## src/rtl/param_johnson_counter_if.sv

```systemverilog
`default_nettype none
// ============================================================================
// Module      : param_johnson_counter_if
// Description : Control/status bundle for param_johnson_counter. The master
//               drives the step controls and load data; the slave (the
//               counter) returns the registered state and its decodes.
// Revision    : 1.0 - initial release
// ============================================================================
interface param_johnson_counter_if #(
  parameter int WIDTH = 4
);
  localparam int PW = $clog2(2 * WIDTH);

  logic             en;
  logic             mode;
  logic             dir;
  logic             load;
  logic [WIDTH-1:0] load_val;
  logic [WIDTH-1:0] count;
  logic [WIDTH-1:0] count_bar;
  logic [PW-1:0]    phase;
  logic             legal;
  logic             wrap;

  modport master (
    output en, mode, dir, load, load_val,
    input  count, count_bar, phase, legal, wrap
  );

  modport slave (
    input  en, mode, dir, load, load_val,
    output count, count_bar, phase, legal, wrap
  );
endinterface
`default_nettype wire

```

## src/rtl/param_johnson_counter.sv

```systemverilog
`default_nettype none
// ============================================================================
// Module      : param_johnson_counter
// Description : Parametrised twisted-ring counter. Runs a WIDTH-bit Johnson
//               sequence (2*WIDTH states) or a one-hot ring sequence (WIDTH
//               states), selectable at run time, with up/down stepping,
//               count enable, synchronous parallel load, decoded phase index,
//               legality flag and a registered wrap pulse.
//               Optional macro JOHNSON_SELF_CORRECT_EN: when defined, an
//               illegal state is forced back to the current mode's seed on
//               the next edge (unless a load or mode change takes priority).
// Revision    : 1.0 - initial release
// ============================================================================
module param_johnson_counter #(
  parameter int WIDTH = 4
) (
  input  logic                  clk,
  input  logic                  rst,   // asynchronous, active-low
  param_johnson_counter_if.slave bus
);

  localparam int PW = $clog2(2 * WIDTH);

  localparam logic [WIDTH-1:0] c_JOHNSON_SEED = '0;
  localparam logic [WIDTH-1:0] c_RING_SEED    = WIDTH'(1);
  localparam logic [PW:0]      c_TWO_W        = (PW + 1)'(2 * WIDTH);
  localparam logic [PW-1:0]    c_LAST_JOHNSON = PW'(2 * WIDTH - 1);
  localparam logic [PW-1:0]    c_LAST_RING    = PW'(WIDTH - 1);

  // Registered state
  logic [WIDTH-1:0] r_count;
  logic [WIDTH-1:0] r_count_bar;
  logic             r_wrap;
  logic             r_mode_q;

  // Decode and next-state wires
  logic [WIDTH-1:0] w_inv;
  logic             w_therm_lo;
  logic             w_therm_hi;
  logic             w_onehot;
  logic             w_legal;
  logic [PW:0]      w_pop;
  logic [PW-1:0]    w_ring_idx;
  logic [PW-1:0]    w_phase;
  logic [PW-1:0]    w_last;
  logic [WIDTH-1:0] w_shift;
  logic [WIDTH-1:0] w_count_next;
  logic             w_wrap_next;

  // Legality: Johnson states are thermometer codes filled from either end
  // (x & (x+1) == 0 detects 0..01..1); ring states have exactly one bit set.
  assign w_inv      = ~r_count;
  assign w_therm_lo = ((r_count & (r_count + WIDTH'(1))) == '0);
  assign w_therm_hi = ((w_inv & (w_inv + WIDTH'(1))) == '0);
  assign w_onehot   = (r_count != '0) &&
                      ((r_count & (r_count - WIDTH'(1))) == '0);
  assign w_legal    = r_mode_q ? w_onehot : (w_therm_lo || w_therm_hi);

  // Population count and highest set-bit index feed the phase decoder
  always_comb begin
    w_pop      = '0;
    w_ring_idx = '0;
    for (int i = 0; i < WIDTH; i++) begin
      w_pop = w_pop + (PW + 1)'(r_count[i]);
      if (r_count[i]) begin
        w_ring_idx = PW'(i);
      end
    end
  end

  // Phase index: the filling half of the Johnson cycle counts ones, the
  // draining half (MSB set) counts down from 2W; illegal states report 0
  always_comb begin
    w_phase = '0;
    if (w_legal) begin
      if (r_mode_q) begin
        w_phase = w_ring_idx;
      end else if (!r_count[WIDTH-1]) begin
        w_phase = w_pop[PW-1:0];
      end else begin
        w_phase = PW'(c_TWO_W - w_pop);
      end
    end
  end

  assign w_last = r_mode_q ? c_LAST_RING : c_LAST_JOHNSON;

  // One shift step in the running mode and requested direction
  always_comb begin
    w_shift = r_count;
    case ({r_mode_q, bus.dir})
      2'b00:   w_shift = {r_count[WIDTH-2:0], ~r_count[WIDTH-1]};
      2'b01:   w_shift = {~r_count[0], r_count[WIDTH-1:1]};
      2'b10:   w_shift = {r_count[WIDTH-2:0], r_count[WIDTH-1]};
      default: w_shift = {r_count[0], r_count[WIDTH-1:1]};
    endcase
    // An empty ring would circulate zero forever; re-inject the seed bit
    if (r_mode_q && (r_count == '0)) begin
      w_shift = c_RING_SEED;
    end
  end

  // Per-edge priority: load, mode change, optional correction, step, hold.
  // Wrap fires only on a real step across the last/first phase boundary.
  always_comb begin
    w_count_next = r_count;
    w_wrap_next  = 1'b0;
    if (bus.load) begin
      w_count_next = bus.load_val;
    end else if (bus.mode != r_mode_q) begin
      w_count_next = bus.mode ? c_RING_SEED : c_JOHNSON_SEED;
`ifdef JOHNSON_SELF_CORRECT_EN
    end else if (!w_legal) begin
      w_count_next = r_mode_q ? c_RING_SEED : c_JOHNSON_SEED;
`endif
    end else if (bus.en) begin
      w_count_next = w_shift;
      w_wrap_next  = w_legal && (bus.dir ? (w_phase == '0)
                                         : (w_phase == w_last));
    end
  end

  // State registers; count_bar is loaded from the same next value as count
  always_ff @(posedge clk or negedge rst) begin
    if (!rst) begin
      r_count     <= '0;
      r_count_bar <= '1;
      r_wrap      <= 1'b0;
      r_mode_q    <= 1'b0;
    end else begin
      r_count     <= w_count_next;
      r_count_bar <= ~w_count_next;
      r_wrap      <= w_wrap_next;
      r_mode_q    <= bus.mode;
    end
  end

  assign bus.count     = r_count;
  assign bus.count_bar = r_count_bar;
  assign bus.phase     = w_phase;
  assign bus.legal     = w_legal;
  assign bus.wrap      = r_wrap;

endmodule
`default_nettype wire
```

## src/flat_wrapper.sv

```systemverilog
// flat-port wrapper written by rule: the top's interface ports become plain ports
module param_johnson_counter_flat 
#(
  parameter int WIDTH = 4
)
  (clk, rst, bus_en, bus_mode, bus_dir, bus_load, bus_load_val, bus_count, bus_count_bar, bus_phase, bus_legal, bus_wrap);
  param_johnson_counter_if #(.WIDTH(WIDTH)) bus_i ();
  input  logic clk;
  input  logic rst;
  input wire logic [$bits(bus_i.en)-1:0] bus_en;
  input wire logic [$bits(bus_i.mode)-1:0] bus_mode;
  input wire logic [$bits(bus_i.dir)-1:0] bus_dir;
  input wire logic [$bits(bus_i.load)-1:0] bus_load;
  input wire logic [$bits(bus_i.load_val)-1:0] bus_load_val;
  output wire logic [$bits(bus_i.count)-1:0] bus_count;
  output wire logic [$bits(bus_i.count_bar)-1:0] bus_count_bar;
  output wire logic [$bits(bus_i.phase)-1:0] bus_phase;
  output wire logic [$bits(bus_i.legal)-1:0] bus_legal;
  output wire logic [$bits(bus_i.wrap)-1:0] bus_wrap;
  assign bus_i.en = bus_en;
  assign bus_i.mode = bus_mode;
  assign bus_i.dir = bus_dir;
  assign bus_i.load = bus_load;
  assign bus_i.load_val = bus_load_val;
  assign bus_count = bus_i.count;
  assign bus_count_bar = bus_i.count_bar;
  assign bus_phase = bus_i.phase;
  assign bus_legal = bus_i.legal;
  assign bus_wrap = bus_i.wrap;
  param_johnson_counter #(.WIDTH(WIDTH)) u_core (.clk(clk), .rst(rst), .bus(bus_i));
endmodule
```

## config.mk

```make
export PLATFORM = sky130hd
export DESIGN_NAME = param_johnson_counter_flat
export DESIGN_NICKNAME = d
export VERILOG_FILES = /design/src/rtl/param_johnson_counter_if.sv /design/src/rtl/param_johnson_counter.sv /design/src/flat_wrapper.sv
export SDC_FILE = /design/constraint.sdc
export NUM_CORES = 1
export LEC_CHECK = 0
export BUFFER_PORTS_ARGS = -buffer_cell sky130_fd_sc_hd__buf_2
export CELL_PAD_IN_SITES_DETAIL_PLACEMENT = 0
export CELL_PAD_IN_SITES_GLOBAL_PLACEMENT = 1
export CORE_MARGIN = 3
export CORE_UTILIZATION = 32
export CTS_BUF_LIST = sky130_fd_sc_hd__clkbuf_16
export DETAILED_ROUTE_END_ITERATION = 6
export GPL_ROUTABILITY_DRIVEN = 0
export PLACE_DENSITY = 0.73
export SLEW_MARGIN = 10
export SYNTH_ARGS = -nofsm -noshare
export SYNTH_HDL_FRONTEND = slang
export SYNTH_SLANG_ARGS = --single-unit
export TNS_END_PERCENT = 30
```

## constraint.sdc

```tcl
create_clock -name clk -period 3.2 [get_ports clk]
set_input_delay 0 -clock clk [delete_from_list [all_inputs] [get_ports clk]]
set_output_delay 0 -clock clk [all_outputs]
set_load 0.03 [all_outputs]
```

Word-level counts from Yosys, hierarchy flattened:

Cells that the tools add are included.

* bits in registers: 10
* bits in latches: 0
* RAM bits: 0
* ROM bits: 0
* input port bits: 10
* logic and storage cells: 51
* memories kept: 0

* add/subtract/negate cells: 7
* $mul: 0
* divide/modulo/power cells: 0
* order comparisons: 0
* eq/ne operators: 4
* shifts and indexed selects: 0
* mux-type cells: 18
* bitwise gates (word level): 7
* reduce and logical (&&, ||, !) cells: 11

Operators by type and width (count)
* $mux W3: 6
* $logic_not A4 Y1: 4
* $mux W4: 4
* $and A4 B4 Y4: 3
* $pmux W4 S3: 1
* $add A4 B1 Y4 const B: 2
* $not A4 Y4: 2
* $mux W1: 7
* $add A3 B1 Y3: 2
* $reduce_bool A4 Y1: 1
* $sub A4 B1 Y4 const B: 1
* $eq A3 B3 Y1: 1
* $logic_and A1 B1 Y1: 3
* $logic_not A3 Y1: 1
* $sub A1 B3 Y3 const A: 1
* $add A1 B1 Y2: 1
* $eq A2 B1 Y1 const B: 1
* $eq A2 B2 Y1 const B: 1
* $logic_not A2 Y1: 1
* $not A1 Y1: 2
* $logic_or A1 B1 Y1: 1
* $ne A1 B1 Y1: 1

Longest topological paths before layout:

Gate-level depths: netlist of the first run.

* depth after elaboration: 13
* mapped depth: 12

Worst setup path before layout of the first run:

No wires, ideal clock.

* path type: register to output
* start point: register u_core.r_count[0], in the netlist u_core.bus.count[0]
* end point: output bus_phase[2]
* arrival time: 2.738 ns
* required time: 3.200 ns
* path slack: 0.462 ns
* stages on the path, launching flop included: 12
* cells stage by stage: dfrtp_1 > inv_1 > ha_1 > inv_1 > fa_1 > inv_1 > ha_1 > inv_1 > ha_1 > nor2_1 > xnor2_1 > nor3_1

* cells in the longest elaborated chain, start to end: 7
* elaborated cells on any way between the ends: 21
* those cells by class: add/sub (7); mux (4); bitwise (4); reduce/logical (6)

Ends and longest elaborated chain
* start: declaration: line param_johnson_counter.sv:31 `logic [WIDTH-1:0] r_count;`
* start signal: assignment: line param_johnson_counter.sv:131 `r_count <= w_count_next;`
* $add A1 B1 Y2 / $not A4 Y4 (equally long branches): line param_johnson_counter.sv:64, param_johnson_counter.sv:52
* $add A3 B1 Y3 / $add A4 B1 Y4 (equally long branches): line param_johnson_counter.sv:64, param_johnson_counter.sv:54
* $add A3 B1 Y3 / $and A4 B4 Y4 (equally long branches): line param_johnson_counter.sv:64, param_johnson_counter.sv:54
* $sub A1 B3 Y3 / $logic_not A4 Y1 (equally long branches): line param_johnson_counter.sv:81, param_johnson_counter.sv:54
* $mux W3 / $logic_or A1 B1 Y1 (equally long branches): line param_johnson_counter.sv:78, param_johnson_counter.sv:57
* $mux W3 / $mux W1 (equally long branches): line param_johnson_counter.sv:76, param_johnson_counter.sv:57
* $mux W3 (*): line param_johnson_counter.sv:75 `if (w_legal) begin`
* end: declaration: line flat_wrapper.sv:17 `output wire logic [$bits(bus_i.phase)-1:0] bus_phase;`

Every way passes the cells marked *; elsewhere a longest branch is shown, timed or not.

Worst setup path in the final report of the first run:

* start point: register u_core.r_count[0], in the netlist u_core.bus.count[0]
* end point: register u_core.r_wrap, in the netlist u_core.bus.wrap

* cells in the longest elaborated chain, start to end: 13
* elaborated cells on any way between the ends: 28
* those cells by class: add/sub (7); eq/ne (1); mux (8); bitwise (4); reduce/logical (8)

Ends and longest elaborated chain
* $add A1 B1 Y2 / $not A4 Y4 (equally long branches): line param_johnson_counter.sv:64, param_johnson_counter.sv:52
* $add A3 B1 Y3 / $add A4 B1 Y4 (equally long branches): line param_johnson_counter.sv:64, param_johnson_counter.sv:54
* $add A3 B1 Y3 / $and A4 B4 Y4 (equally long branches): line param_johnson_counter.sv:64, param_johnson_counter.sv:54
* $sub A1 B3 Y3 / $logic_not A4 Y1 (equally long branches): line param_johnson_counter.sv:81, param_johnson_counter.sv:54
* $mux W3 / $logic_or A1 B1 Y1 (equally long branches): line param_johnson_counter.sv:78, param_johnson_counter.sv:57
* $mux W3 / $mux W1 (equally long branches): line param_johnson_counter.sv:76, param_johnson_counter.sv:57
* $mux W3: line param_johnson_counter.sv:75
* $eq A3 B3 Y1 / $logic_not A3 Y1 (equally long branches): line param_johnson_counter.sv:119, param_johnson_counter.sv:118
* $mux W1: line param_johnson_counter.sv:118 `w_wrap_next = w_legal && (bus.dir ? (w_phase == '0)`
* $logic_and A1 B1 Y1 (*): line param_johnson_counter.sv:118
* $mux W1 (*): line param_johnson_counter.sv:116 `end else if (bus.en) begin`
* $mux W1 (*): line param_johnson_counter.sv:110 `end else if (bus.mode != r_mode_q) begin`
* $mux W1 (*): line param_johnson_counter.sv:108 `if (bus.load) begin`
* net u_core.w_wrap_next: line param_johnson_counter.sv:48 `logic w_wrap_next;`
* end signal: assignment: line param_johnson_counter.sv:133 `r_wrap <= w_wrap_next;`
* end: declaration: line param_johnson_counter.sv:33 `logic r_wrap;`

Mark *: on every way through the listed nets, which the timed path passes. The rest lies on a longest branch.

==> metrics.md, run 1 <==
| Metric | Value |
|---|---|
| Status | complete, but fails checks |
| Violated checks | hold timing |
| Pins Over Slew Limit | 0 |
| Antenna Nets Post-Route | 0 |
| Number of max-cap violations | 0 |
| Synth Warn # | 0 |
| Die W | about 56 um |
| CTS max path bufs | 2 |
| Worst hold path type | primary input to flop |
| Slew headroom | ~64% |
| Final-report setup violation count | 0 |
| Initial core utilization | a little over a third |
| Post-Syn Nets | about 110 |
| Total GRT Usage | between 10% and 20% |
| WP data arrival | 2.79 ns |
| EDFF count, synth | 0 |
| Synth top area share | between 15 and 20% |
| XOR/XNOR share of the synthesized area | 4.30% |
| Clock net sink count | 10 |
| CTS tree | yes |
| Unrepaired setup endpoints after global routing | false |
| Pre-Repair DR Iteration Count | 4 |
| Fin. Hold Viols | 1 |
| Finished Core Util | a little under half |
| Vias | between 700 and 800 |
| Synth top area cells | dfrtp_1 18%, dfstp_2 13%, ha_1 9.2% |
| Hold Slack | -0.0000782 ns |
| Global route overflow | 0 |
| Fill cells | roughly 240 |
| Area Overhead vs Synth | 28.9% |
| Largest area contributor in the synthesized netlist | dfrtp_1 |
| Peak VDD IR | around 0.00037 V |
| Mean routed wirelength per cell | ~13 um |
| Lkg Pwr | approximately 0.5 nW |
| FF+latch area | around 260 um2 |
| # IOs | 23 |
| R2r setup slk | 0.54 ns |
| Fmax | between 300 and 400 MHz |
| Largest net degree at the start of global routing | 16 |
| Crit path max fanout | 9 |
| Setup TNS | 0 ns |
| Worst skew pair latency | about 0.23 ns |
| Count of different cell masters after synthesis | 38 |
| DRT iter0 DRCs | 37 |
| Most frequent cells in the layout | 22 x buf_2, 9 x inv_1, 7 x nor2_1 |
| Post-route minimum period | between 2 and 3 ns |
| WP data required | 3.34 ns |
| Placed wire-length estimate | 1.46 mm |
| CP Capture Type | flop |
| Main combinational cell family by area after synthesis | compound AO/OA/AOI/OAI gates |
| CP Launch Type | flop |
| Simple-gate portion of the synthesized area | between 10% and 20% |
| CTS clk-pin slew, worst paths | ~0.040 ns |
| Vias in the first global route | 700 |
| Global-route wire length before repair | ~3.2 mm |
| Core box area | 0.00232 mm2 |
| H-tree Lvls | 1 |
| N_diodes | 0 |
| Synthesized area | a little over 800 um2 |
| Fin crit share | slightly above 80% |
| Via density | around 5.2 |
| Max Clock Skew | 0.000313 ns |
| Initial antenna violation count | 0 |
| Post-CTS setup buffer count | 0 |
| Routed WL | 1.91 mm |
| Main synth FF type | dfrtp_1 |
| I/O Buffers | 22 |
| Adder-cell share of the synthesized area | a little over an eighth |
| Actual slew at the worst max-slew pin | approximately 0.53 ns |
| Synth Area per Inst | 8.85 um2 |
| Chip Height | 56.5 um |
| Setup ws final | about 0.54 ns |
| Most common cell after layout, fill and taps aside | buf_2 |
| Post-synthesis mux area share | under 10% |
| DRC viols | 0 |
| Synthesized instance count | just over 90 |
| Row count | 17 |
| Synth Area in Compound Gates | between 20% and 30% |
| Pwr Density | 529 mW/mm2 |
| Clock root buffer | clkbuf_16 |
| Ys async rst share | between 90% and 100% |
| Sequential share of the synthesized area | 31.3% |
| Die area | ~0.0032 mm2 |
| Num CTS Buffers | 3 |
| Setup CP Type | flop to flop |
| Layout Nets | between 100 and 150 |
| Place WS | around 0.53 ns |
| Multi-input logic area | 487 um2 |
| #FFs+latches synth | 10 |
| Share of layout cells above drive strength 1 | between 30% and 40% |
## layout make-up
cell class	instances	share of cell area, %
Sequential cell	10	24.3
Tap cell	28	3.34
Inverter	10	3.58
Clock buffer	3	7.15
Multi-Input combinational cell	67	46.4
Timing Repair Buffer	27	15.3
## cells in the mapped netlist (2+ instances only)
cell type and count:
xor2_1 2, dfstp_2 4, nor2_1 7, inv_1 9
xnor2_1 2, buf_6 2, clkbuf_1 2, nor3_1 4
a22oi_1 3, nand2_1 5, nand3_1 3, o21ai_1 3
o221ai_1 2, a22o_1 3, ha_1 6, dfrtp_1 6
a21oi_1 3, nand2b_1 3, o22ai_1 4
## stage by stage
step           std cells  power, mW  cell area [um2]
2_1_floorplan         92      0.298              815
3_3_place_gp         137      0.340              925
3_5_place_dp         137      0.342              925
4_1_cts              145      0.562             1050
5_1_grt              145      0.596             1050
6_report             145      0.556             1050
## path summary, 6_finish.rpt
path / startpoint / endpoint / cells past startpoint
max in group asynchronous: rst / u_core.bus.count_bar[0] / 2
worst max register to register: u_core.bus.count[0] / u_core.bus.wrap / 12
worst max-delay path: u_core.bus.count[0] / u_core.bus.wrap / 12
worst min-delay path: bus_load_val[0] / u_core.bus.count_bar[0] / 3
min in group asynchronous: rst / u_core.bus.wrap / 2
worst min register to register: u_core.bus.count[1] / u_core.bus.count_bar[2] / 3
## critical path, stage by stage, from the launching register on
cell and delay, ns:
dfrtp_1 0.49, inv_1 0.13, ha_1 0.30, inv_1 0.05
fa_1 0.35, inv_1 0.06, ha_1 0.23, inv_1 0.06
ha_1 0.22, o22ai_1 0.24, and3_1 0.19, nor2_1 0.05
nor4_2 0.19
## timing repair
action,in CTS,in global routing
endpoints found under the hold margin,14,0
hold buffers,5,0
gates resized for setup,0,0
## flip-flops by register name, summed over array words and instances, names as in the netlist
| signal | count |
|---|---|
| u_core.bus.count | 4 |
| u_core.bus.count_bar | 4 |
| u_core.bus.wrap | 1 |
| u_core.r_mode_q | 1 |
## per-layer routing
layer	part of all wire [%]	routed length (um)	up-vias	GRT usage [%]
met5	0	0	-	0
met4	0.73	14	0	4.07
met3	5.4	103	2	4.60
met2	50	948	22	21.3
met1	44	840	354	16.2
li1	-	-	375	-
## where the power goes
group	switching (mW)	internal, mW	leakage [nW]
sequential	0.0165	0.140	0.117
clock	0.0499	0.161	0.0370
combinational	0.115	0.0728	0.343
## kinds of logic (layout without fill, tap and decap cells)
family / after synthesis / count (layout)
AOI/OAI and AO/OA: 24 / 24
xor gates and xnor gates: 4 / 4
adders and majority gates: 8 / 8
buffers and inverters: 15 / 40
DFF: 10 / 10
muxes: 2 / 2
and+or+nand+nor: 29 / 29
No activity file was read; power rests on OpenSTA's default activity.
==> inputs of run 2 (changes only) <==
PLACE_DENSITY = 0.76   (was 0.73)
clock period = 2.3 ns   (was 3.2 ns; I/O delays follow)
==> metrics.md, run 2 (same netlist as run 1, synthesis figures left out) <==
| Metric | Value |
|---|---|
| Comb power frac | a little over two fifths |
| CTS tree | yes |
| CTS clk-pin slew, worst paths | ~0.040 ns |
| Initial core utilization | about a third |
| Routed WL | 2.14 mm |
| P_sw | around 0.3 mW |
| DRT iter0 DRCs | 12 |
| Fmax | roughly 440 MHz |
| # IOs | 23 |
| Clock power frac | between 30% and 40% |
| DRC viols | 0 |
| Internal power | 0.590 mW |
| Initial antenna violation count | 0 |
| Slew headroom | between 60% and 70% |
| Peak VDD IR | 0.000507 V |
| Fill cells | approximately 230 |
| Antenna Nets Post-Route | 0 |
| Most common cell after layout, fill and taps aside | buf_2 |
| Pre-Repair DR Iteration Count | 4 |
| Max Clock Skew | approximately 0.0028 ns |
| Vias | about 810 |
| CTS max path bufs | 2 |
| Layout Nets | approximately 150 |
| Setup CP Type | flop to output port |
| Largest net degree at the start of global routing | 16 |
| Num CTS Buffers | 3 |
| Area Overhead vs Synth | 49.8% |
| Unrepaired setup endpoints after global routing | true |
| CP Capture Type | output port |
| Worst skew pair latency | ~0.23 ns |
| Crit-path max cell delay | 0.36 ns |
| Crit-path slowest cell | dfrtp_2 |
| Sw Share | between 30% and 40% |
| Global-route wire length before repair | ~3.4 mm |
| CP top delay family | adder cells |
| Setup TNS | 0 ns |
| Pwr Density | 728 mW/mm2 |
| Total GRT Usage | between 10% and 20% |
| Most frequent cells in the layout | 20 x buf_2, 12 x buf_4, 6 x nor2_1, 6 x dlygate4sd3_1 |
| CP Launch Type | flop |
| FF-to-FF path depth | 11 |
| Via density | just over 5 |
| Core box area | ~0.0023 mm2 |
| Hold depth | 2 |
| Placed wire-length estimate | 1.54 mm |
| FF+latch area | roughly 260 um2 |
| H-tree Lvls | 1 |
| Number of max-cap violations | 0 |
| Fin. Hold Viols | 0 |
| Status | complete, no violations |
| Clock net sink count | 10 |
| WP data arrival | between 2 and 2.5 ns |
| N_diodes | 0 |
| I/O Buffers | 22 |
| Vias in the first global route | roughly 740 |
| Row count | 17 |
| Worst hold path type | primary input to flop |
| Clock root buffer | clkbuf_16 |
| WP data required | approximately 2.3 ns |
| Crit path max fanout | 2 |
| Pins Over Slew Limit | 0 |
| Total power | just under 0.9 mW |
| Share of layout cells above drive strength 1 | 48.8% |
| CP Buf/Inv Count | 5 |
| Chip Height | 56.5 um |
| Die W | approximately 56 um |
| Fin crit share | 99.7% |
| CP cell instances | inv_2 -> ha_4 -> inv_2 -> fa_2 -> inv_2 -> ha_4 -> mux2_2 -> o22ai_2 -> buf_4 -> nor2_1 -> buf_4 |
| Top cell by count, worst path | inv_2 |
| Actual slew at the worst max-slew pin | between 0.5 and 0.6 ns |
| Worst path depth | 11 |
| Mean routed wirelength per cell | about 14 um |
| Post-route minimum period | around 2.3 ns |
| Reg power frac | between 20% and 30% |
| Multi-input logic area | 558 um2 |
| Die area | ~0.0032 mm2 |
| Lkg Pwr | 0.551 nW |
| Global route overflow | 0 |
| Final-report setup violation count | 0 |
[run 2: changes by cell type in the layout (fill, tap and decap cells not counted), sizes merged]
cell         before  now
buf              22   32
clkinv            0    1
dlygate4sd3       5    6
[run 2: final timing paths]
check | from | endpoint | slack (ns)
setup reg to reg | u_core.bus.count[0] | u_core.bus.wrap | 0.05
max in group asynchronous | rst | u_core.bus.count_bar[2] | 1.87
hold / removal | bus_load | u_core.bus.count_bar[1] | 0.09
min in group asynchronous | rst | u_core.r_mode_q | 0.17
hold reg to reg | u_core.bus.count[2] | u_core.bus.count_bar[2] | 0.71
setup / recovery | u_core.bus.count[0] | bus_phase[1] | 0.006
[run 2: routing by layer]
metal  global-route usage, %  wire (um)  vias up
met3                    2.76         71        0
li1                        -          -      398
met4                    3.05          0        0
met1                    16.1        923      396
met5                       0          0        -
met2                    23.8       1140       17
[run 2: power groups by stage]
stage / logic [mW] / clock network (mW) / registers, mW
after global routing: 0.403 / 0.328 / 0.208
after global placement: 0.298 / 0 / 0.208
after detailed placement: 0.304 / 0 / 0.208
after floorplan: 0.182 / 0 / 0.241
final: 0.374 / 0.307 / 0.206
after CTS: 0.363 / 0.316 / 0.206
[run 2: final cells by class]
cell class	instances	share of cell area (%)
clock buffer	3	6.15
tap	28	2.87
sequential	10	21.1
timing repair buffer	38	20.5
inverter	10	3.28
multi-input combinational	67	45.7
clock inverter	1	0.308
[run 2: per-stage QoR]
step	std cells	utilization (%)	cell area, um2	hold WS [ns]	setup WS (ns)
6_report	157	52.6	1220	0.0868	0.00629
4_1_cts	157	52.2	1210	0.0741	0.00956
3_3_place_gp	145	43.1	998	-0.127	0.0408
5_1_grt	157	52.6	1220	0.0979	-0.0804
3_5_place_dp	145	43.1	998	-0.128	-0.0412
2_1_floorplan	92	-	828	-0.296	-0.135
[run 2: worst reg2reg max path: cells and delay by family, from the launching register on]
| kind | cells | cell delay [ns] |
|---|---|---|
| buffers and inverters | 3 | 0.17 |
| adder cells (fa/ha/maj) | 3 | 0.82 |
| AND/OR/NAND/NOR | 3 | 0.42 |
| flip-flops | 1 | 0.36 |
| AO/OA/AOI/OAI | 1 | 0.12 |
| multiplexers | 1 | 0.27 |
[run 2: what timing repair did]
item,in CTS,in global routing
hold buffers,6,0
pin swaps,6,3
hold endpoints to repair,15,0
setup endpoints to repair,3,3
buffers inserted,3,0
resized for setup,12,4
